[config.mk]
export PLATFORM = sky130hd
export DESIGN_NAME = irda_cfg_seq
export DESIGN_NICKNAME = d
export VERILOG_FILES = /design/src/rtl/irda_cfg_seq.sv
export SDC_FILE = /design/constraint.sdc
export NUM_CORES = 1
export LEC_CHECK = 0
export CAP_MARGIN = 10
export CORE_UTILIZATION = 30
export DETAILED_ROUTE_END_ITERATION = 8
export PLACE_DENSITY = 0.75
export RECOVER_POWER = 100
export SETUP_SLACK_MARGIN = 0.02
export SLEW_MARGIN = 30
export SYNTH_ARGS = -nofsm -noshare
export SYNTH_HDL_FRONTEND = slang
export SYNTH_SLANG_ARGS = --single-unit
[constraint.sdc]
create_clock -name clk -period 1.5 [get_ports clk]
set_input_delay 0.225 -clock clk [delete_from_list [all_inputs] [get_ports clk]]
set_output_delay 0.225 -clock clk [all_outputs]
set_load 0.05 [all_outputs]
[src/rtl/irda_cfg_seq.sv]
// irda_cfg_seq
// Wishbone master that programs an irda_top core with a fixed register
// sequence. A start request selects either the MIR (fast) sequence of four
// writes or the SIR sequence of six writes, and chooses transmitter or
// receiver mode. Each write is one Wishbone cycle followed by one idle cycle.
//
// Optional build macro:
//   IRDA_CFG_SEQ_TIMEOUT_EN - adds a per-write acknowledge timeout. On expiry
//   the write is abandoned, err_o is set and the sequence ends without done_o.
//   Without the macro a write waits for its acknowledge indefinitely and
//   err_o is constant 0.
//
// Ports:
//   clk        - single clock, rising edge
//   wb_rst_i   - asynchronous active-high reset
//   start_i    - one-cycle request to run a sequence (honoured only in IDLE)
//   mir_i      - 1 = MIR sequence, 0 = SIR sequence (sampled with start_i)
//   tx_i       - 1 = transmitter, 0 = receiver (sampled with start_i)
//   wbm_adr_o  - Wishbone address (4 bits)
//   wbm_dat_o  - Wishbone write data (8-bit values zero-extended)
//   wbm_we_o, wbm_stb_o, wbm_cyc_o - Wishbone controls
//   wbm_ack_i  - Wishbone acknowledge from the slave
//   busy_o     - sequence in progress
//   done_o     - one-cycle pulse on successful completion
//   err_o      - sticky timeout flag, cleared by the next accepted start
//   step_o     - index of the current write within the sequence

module irda_cfg_seq #(
  parameter logic [31:0] CDR_VALUE   = 32'd200000,
  parameter logic [7:0]  DL_VALUE    = 8'd2,
  parameter int          ACK_TIMEOUT = 16
) (
  input  logic        clk,
  input  logic        wb_rst_i,
  input  logic        start_i,
  input  logic        mir_i,
  input  logic        tx_i,
  output logic [3:0]  wbm_adr_o,
  output logic [31:0] wbm_dat_o,
  output logic        wbm_we_o,
  output logic        wbm_stb_o,
  output logic        wbm_cyc_o,
  input  logic        wbm_ack_i,
  output logic        busy_o,
  output logic        done_o,
  output logic        err_o,
  output logic [2:0]  step_o
);

  // irda_top register map
  localparam logic [3:0] UART_REG_DL1 = 4'd0;
  localparam logic [3:0] UART_REG_LC  = 4'd3;
  localparam logic [3:0] IRDA_MASTER  = 4'd8;
  localparam logic [3:0] IRDA_F_FCR   = 4'd10;
  localparam logic [3:0] IRDA_F_LCR   = 4'd11;
  localparam logic [3:0] IRDA_F_CDR   = 4'd13;

  localparam logic [2:0] S_IDLE = 3'd0;
  localparam logic [2:0] S_REQ  = 3'd1;
  localparam logic [2:0] S_GAP  = 3'd2;
  localparam logic [2:0] S_DONE = 3'd3;
  localparam logic [2:0] S_ERR  = 3'd4;

  logic [2:0]  state;
  logic [2:0]  step;
  logic        mir_q;
  logic        tx_q;
  logic        timeout_hit;
  logic [2:0]  last_step;
  logic [3:0]  seq_adr;
  logic [31:0] seq_dat;

  // MASTER register image; m selects fast mode bits.
  function automatic logic [31:0] master_val(input logic m, input logic tx);
    return {24'd0, 3'b000, m, m, 1'b0, tx, 1'b1};
  endfunction

  assign last_step = mir_q ? 3'd3 : 3'd5;

  // Register write table indexed by mode and step.
  always_comb begin
    seq_adr = 4'd0;
    seq_dat = 32'd0;
    if (mir_q) begin
      case (step)
        3'd0: begin seq_adr = IRDA_MASTER; seq_dat = master_val(mir_q, tx_q); end
        3'd1: begin seq_adr = IRDA_F_CDR;  seq_dat = CDR_VALUE; end
        3'd2: begin seq_adr = IRDA_F_FCR;  seq_dat = 32'h83; end
        3'd3: begin seq_adr = IRDA_F_LCR;  seq_dat = tx_q ? 32'h02 : 32'h00; end
        default: begin seq_adr = 4'd0; seq_dat = 32'd0; end
      endcase
    end else begin
      // SIR first enables the fast block so the CDR write lands, then
      // switches back to SIR and programs the UART divisor.
      case (step)
        3'd0: begin seq_adr = IRDA_MASTER;  seq_dat = master_val(1'b1, tx_q); end
        3'd1: begin seq_adr = IRDA_F_CDR;   seq_dat = CDR_VALUE; end
        3'd2: begin seq_adr = IRDA_MASTER;  seq_dat = master_val(mir_q, tx_q); end
        3'd3: begin seq_adr = UART_REG_LC;  seq_dat = 32'h9B; end
        3'd4: begin seq_adr = UART_REG_DL1; seq_dat = {24'd0, DL_VALUE}; end
        3'd5: begin seq_adr = UART_REG_LC;  seq_dat = 32'h1B; end
        default: begin seq_adr = 4'd0; seq_dat = 32'd0; end
      endcase
    end
  end

  // Main sequencer. Bus outputs are decoded from the state register so an
  // asynchronous reset drops them immediately.
  always_ff @(posedge clk or posedge wb_rst_i) begin
    if (wb_rst_i) begin
      state <= S_IDLE;
      step  <= 3'd0;
      mir_q <= 1'b0;
      tx_q  <= 1'b0;
    end else begin
      case (state)
        S_IDLE: begin
          if (start_i) begin
            mir_q <= mir_i;
            tx_q  <= tx_i;
            step  <= 3'd0;
            state <= S_REQ;
          end
        end
        S_REQ: begin
          // An ack arriving in the expiry cycle still wins.
          if (wbm_ack_i) begin
            state <= S_GAP;
          end else if (timeout_hit) begin
            state <= S_ERR;
          end
        end
        S_GAP: begin
          if (step == last_step) begin
            state <= S_DONE;
          end else begin
            step  <= step + 3'd1;
            state <= S_REQ;
          end
        end
        S_DONE:  state <= S_IDLE;
        S_ERR:   state <= S_IDLE;
        default: state <= S_IDLE;
      endcase
    end
  end

`ifdef IRDA_CFG_SEQ_TIMEOUT_EN
  localparam int TW = $clog2(ACK_TIMEOUT + 1);

  logic [TW-1:0] tmo_cnt;
  logic          err_q;

  assign timeout_hit = (tmo_cnt == TW'(ACK_TIMEOUT - 1));

  // Counts cycles spent in the current REQ; restarts for every write.
  always_ff @(posedge clk or posedge wb_rst_i) begin
    if (wb_rst_i) begin
      tmo_cnt <= '0;
    end else if (state != S_REQ || wbm_ack_i) begin
      tmo_cnt <= '0;
    end else begin
      tmo_cnt <= tmo_cnt + TW'(1);
    end
  end

  // Sticky error, set on the transition into ERR.
  always_ff @(posedge clk or posedge wb_rst_i) begin
    if (wb_rst_i) begin
      err_q <= 1'b0;
    end else if (state == S_IDLE && start_i) begin
      err_q <= 1'b0;
    end else if (state == S_REQ && !wbm_ack_i && timeout_hit) begin
      err_q <= 1'b1;
    end
  end

  assign err_o = err_q;
`else
  assign timeout_hit = 1'b0;
  assign err_o       = 1'b0;
`endif

  assign wbm_cyc_o = (state == S_REQ);
  assign wbm_stb_o = (state == S_REQ);
  assign wbm_we_o  = (state == S_REQ);
  assign wbm_adr_o = (state == S_REQ) ? seq_adr : 4'd0;
  assign wbm_dat_o = (state == S_REQ) ? seq_dat : 32'd0;
  assign busy_o    = (state != S_IDLE);
  assign done_o    = (state == S_DONE);
  assign step_o    = step;

endmodule

==> qor.txt, run 1 <==
Status: finished, violations left
Failing checks: negative setup slack
TritonCTS Buffers: 3
DR WL/cell: 13.38 um
Simple-Gate Fraction of Synth Area: 15.76%
Number of flops mapped to enable cells by yosys: 0
Final Hold Vio Count: 0
Area growth from synthesis to layout: 92.41%
Iteration-0 DRC Markers: 9
Vias in the first global route: 849
Setup Crit Path Kind: flip-flop to output port
Yosys warning total: 0
Synth Area in Compound Gates: 18.91%
Seq/Total Area, Yosys: 20.06%
Vias: 857
Worst skew pair latency: 260 ps
RSZ-0062 raised after global routing: true
PnR worst setup slack: -445.0 ps
# IOs: 51
Post-layout minimum cycle time: 1945 ps
Root Buffer: clkbuf_4
CP Data Required Time: 1270 ps
Total track usage: 16.63%
Post-synth top area share: 26.65%
Drt drc: 0
Crit share post-route: 129.7%
Met1 Usage GRT: 17.10%
Arrival time at the worst endpoint: 1720 ps
Hold_buf cts: 0
Setup violations, final: 19
Mapped Avg Cell Area: 8.239 um2
Hold/Removal Path Class: primary input to async pin
Slew Viols, Final: 0
Crit Path Max Fanout: 4
CP Launch Type: flip-flop
Max Cap Viol: 0
Mapped Area: 873.3 um2
Nets: 165
CTS max path bufs: 2
Top post-synthesis cells by area: buf_4 27%, dfrtp_1 20%, ha_1 8.6%
# fillers: 228
Post-Synthesis Cells: 106
Adder and majority gate portion of the synthesized area: 8.596%
CTS H-tree depth: 1
Hpwl dp: 1791 um
Layout cell share with drive strength beyond 1: 55.92%
Worst-case reg-to-reg path depth: 4
CP endpoint kind: output port
Top Usage Layer GRT: met2
ANT nets after route: 0
Largest family of logic cells by synthesized area: buffers and inverters
Top FF cell, synth: dfrtp_1
# diodes: 0
Largest net degree at the start of global routing: 12
Xor/xnor share of the synthesized area: 0%
First-pass GRT wire length: 4043 um
Synth Register Bits: 7
CTS Sinks: 7
Post-synthesis cell type count: 35
DIE HEIGHT: 55.96 um
Global placement routability congestion: 0.8911
Chip width: 55.96 um
Antenna violations before repair: 0
CTS clk-pin slew, worst paths: 50 ps
PortBufs: 28
Remaining Overflow, GRT: 0
CTS tree: done
Initial Util: 31.67%
Detailed Routing Iterations Pass 1: 4
Hold slack final: 328.0 ps
Leading area contributor after synthesis: buf_4
Clock Skews: 3.716 ps
Async SR Flop Fraction: 100.0%
DRT Wirelength: 2448 um
F_max: 514.1 MHz
Count leader, synth: buf_4
Grt met3 use: 5.349%
GRT met2 Usage: 31.84%
Post-synthesis mux area share: 4.585%
Avg Vias per Cell: 4.683
Rows: 19
Core area: 2758 um2
Die area: 3131 um2
Post-synth top cells: 31 x buf_4, 7 x dfrtp_1, 7 x o21ai_0
## per-layer routing
metal | vias up | part of all wire (%)
li1 | 401 | -
met1 | 411 | 35
met2 | 38 | 56
met3 | 7 | 6.5
met4 | 0 | 2.6
met5 | - | 0
## cell families after synthesis
group,count (synthesis)
AND/OR/NAND/NOR,24
multiplexers,3
AO/OA/AOI/OAI,25
flip-flops,7
adder cells (fa/ha/maj),6
buffers and inverters,40
other,1
## flip-flops by register name, indices dropped and copies added, names as in the netlist
name and cells:
state 2, tx_q 1, step_o 3, mir_q 1
## worst paths after layout
check	to	from	slack [ps]
setup / recovery	wbm_dat_o[1]	step_o[0]	-450
min in group clk	mir_q	mir_i	580
hold reg to reg	tx_q	tx_q	610
max in group asynchronous	step_o[1]	wb_rst_i	930
hold / removal	tx_q	wb_rst_i	330
setup reg to reg	step_o[1]	step_o[2]	0
## final cells by class
cell class | count | area (um2) | share of cell area [%]
flip-flops and latches | 7 | 183.9 | 10.95
well taps | 31 | 38.79 | 2.308
inverters | 6 | 38.79 | 2.308
repair buffers | 55 | 735.7 | 43.78
multi-input cells | 80 | 656.9 | 39.09
clock buffers | 4 | 26.28 | 1.564
## metrics by stage
step | instances | instance area (um2) | worst slack [ps] | util [%] | setup TNS (ps)
2_1_floorplan | 127 | 1127 | -391.0 | - | -3149
3_3_place_gp | 173 | 1513 | -170.7 | 54.85 | -901.2
3_5_place_dp | 173 | 1513 | -276.2 | 54.85 | -1252
4_1_cts | 180 | 1638 | -445.7 | 59.39 | -5287
5_1_grt | 183 | 1680 | -499.7 | 60.93 | -6772
6_report | 183 | 1680 | -445.0 | 60.93 | -5499
## layout by cell type (no fill, tap or decap), types with 3 or more instances in the layout
cell type	instances
o21ai_0	4
ha_4	6
conb_1	22
dfrtp_1	4
buf_4	20
clkbuf_4	3
buf_12	23
clkdlybuf4s50_1	4
a21oi_4	3
buf_6	5
## critical path: stages (launching register included)
cell     delay (ps)
dfrtp_4         510
ha_4            200
ha_4            160
o21ai_2         130
a32oi_1         130
o211a_1         170
buf_12          160
## timing repair
item | CTS | global route
pin swaps | 6 | 7
endpoints found under the setup margin | 20 | 24
gates resized for setup | 19 | 7
setup buffers | 4 | 6
Power of run 1 is not shown: default switching activity piles up to over one toggle a cycle in this logic, so the estimate is an artifact.
==> inputs of run 2 (changes only) <==
Settings changed: GPL_ROUTABILITY_DRIVEN set to 1, SKIP_LAST_GASP set to 1.
==> run 2 against run 1 <==
Compared with the run above:
- the run still ends with negative setup slack left
- first-iteration DRC count did not move
- global-route usage fell by 0.098 points
- fmax up 0.44%
- worst hold slack improved by 17 ps
- sequential cell count stayed put
- die area unchanged
- clock skew shrank 1.1 ps
- critical endpoint unchanged
==> qor.txt, run 2 (synthesized netlist as in run 1, its figures left out) <==
Crit share post-route: 129.1% (-0.57 points)
Root Buffer: clkbuf_4
Area growth from synthesis to layout: 96.85%
Commonest non-fill, non-tap cell in the layout: buf_12
Iteration-0 DRC Markers: 9 (unchanged)
Area after DPL: 1513 um2 (unchanged)
ANT nets after route: 0 (unchanged)
RSZ-0062 raised after global routing: true
Crit Path Max Fanout: 4 (unchanged)
First-pass GRT wire length: 4043 um (unchanged)
Setup violations, final: 19 (unchanged)
Most frequent cells in the layout: 23 x buf_12, 22 x conb_1, 22 x buf_4, 6 x ha_4, 6 x buf_6
GRT met2 Usage: 30.29% (-1.5 points)
Initial Util: 31.67% (unchanged)
CTS clk-pin slew, worst paths: 50 ps (about the same)
TritonCTS Buffers: 3 (unchanged)
CP endpoint kind: output port
Worst skew pair latency: 260 ps (about the same)
CP Data Required Time: 1270 ps (about the same)
Number of flip-flops in the largest register: 3 (unchanged)
Remaining Overflow, GRT: 0 (unchanged)
Failing checks: negative setup slack
Final Hold Vio Count: 0 (unchanged)
Top Usage Layer GRT: met2
Chip width: 55.96 um (unchanged)
CP delay by family, top: flip-flops
Layout cell share with drive strength beyond 1: 58.06% (+2.1 points)
Nets: 168 (+1.8%)
Slew Viols, Final: 0 (unchanged)
Avg Vias per Cell: 4.629 (-1.2%)
Clock Skews: 2.574 ps (-1.142 ps)
Arrival time at the worst endpoint: 1710 ps (about the same)
Largest net degree at the start of global routing: 12 (unchanged)
Grt met3 use: 5.349% (unchanged)
Slowest stage delay, CP: 510 ps (about the same)
Vias in the first global route: 850 (+0.12%)
CTS Sinks: 7 (unchanged)
Hold_buf cts: 0 (unchanged)
PortBufs: 28 (unchanged)
Hold/Removal Path Class: primary input to async pin
# IOs: 51 (unchanged)
Final instance area: 1719 um2 (+2.3%)
Met1 Usage GRT: 17.82% (+0.72 points)
Most common cell on crit path: ha_4
Vias: 861 (+0.47%)
CTS max path bufs: 2 (unchanged)
Setup Crit Path Kind: flip-flop to output port
Hpwl dp: 1791 um (unchanged)
Antenna violations before repair: 0 (unchanged)
F_max: 516.4 MHz (+0.44%)
PnR worst setup slack: -436.5 ps (+8.547 ps)
Critical path buffers and inverters: 1 (unchanged)
Status: finished, violations left
Global placement routability congestion: 0.8911 (unchanged)
CP Launch Type: flip-flop
Max Cap Viol: 0 (unchanged)
# diodes: 0 (unchanged)
DIE HEIGHT: 55.96 um (unchanged)
DRT Wirelength: 2467 um (+0.78%)
Die area: 3131 um2 (unchanged)
CTS H-tree depth: 1 (unchanged)
Rows: 19 (unchanged)
Detailed Routing Iterations Pass 1: 6 (+2)
Worst path slowest cell: dfrtp_4
CTS tree: done
Core area: 2758 um2 (unchanged)
Critical Path, Cell by Cell: ha_4 -> ha_4 -> o21ai_2 -> a32oi_1 -> o211a_1 -> buf_12
DR WL/cell: 13.26 um (-0.85%)
Drt drc: 0 (unchanged)
Total track usage: 16.54% (-0.098 points)
Post-layout minimum cycle time: 1936 ps (-8.547 ps)
## run 2: changes by cell type in the layout (fill, tap and decap cells not counted)
cell	before	now
o21ai_4	0	1
buf_6	5	6
clkbuf_1	2	1
and3b_2	0	1
buf_4	20	22
o21ai_2	2	1
and3b_1	1	0
clkbuf_4	3	4
## run 2: layer usage
| layer | wire [um] | share of wire [%] |
|---|---|---|
| met3 | 161 | 6.5 |
| met5 | 0 | 0 |
| met4 | 31 | 1.3 |
| met2 | 1326 | 54 |
| met1 | 948 | 38 |
## run 2: worst paths after layout
kind / endpoint / slack [ps] / cells past startpoint / start
setup / recovery: wbm_dat_o[1] / -440 / 6 / step_o[0]
hold / removal: step_o[0] / 350 / 2 / wb_rst_i
setup reg to reg: step_o[1] / -10 / 4 / step_o[2]
hold reg to reg: tx_q / 600 / 1 / tx_q
max in group asynchronous: step_o[1] / 900 / 2 / wb_rst_i
min in group clk: state[1] / 580 / 3 / wbm_ack_i
## run 2: worst register-to-register path: stages, from the launching register on
cell and delay, ps:
dfrtp_1 510, buf_6 200, and3b_2 240, a32o_1 250, a31o_2 210
## run 2: area by class of cell
cell class | instances | area [um2]
inverters | 6 | 38.79
multi-input cells | 80 | 665.6
well taps | 31 | 38.79
repair buffers | 58 | 765.7
flip-flops and latches | 7 | 183.9
fillers | 229 | 1039
clock buffers | 4 | 26.28
## run 2: through the flow
stage / hold slack [ps] / setup slack (ps) / std cells / TNS [ps] / utilization (%)
detailed placement: 482.3 / -276.2 / 173 / -1252 / 54.85
CTS: 200.0 / -445.7 / 180 / -5372 / 59.03
global placement: 467.0 / -170.7 / 173 / -901.2 / 54.85
floorplan: 28.37 / -391.0 / 127 / -3149 / -
finish: 345.5 / -436.5 / 186 / -5434 / 62.34
global route: 371.1 / -493.4 / 186 / -6629 / 62.34
## run 2: timing repair
action                                  CTS  global route
endpoints found under the hold margin     0             0
pin swaps                                 6             7
buffers inserted                          4             7
gates resized for setup                  16            11
endpoints found under the setup margin   20            24
Power of run 2 is left out for the same reason.
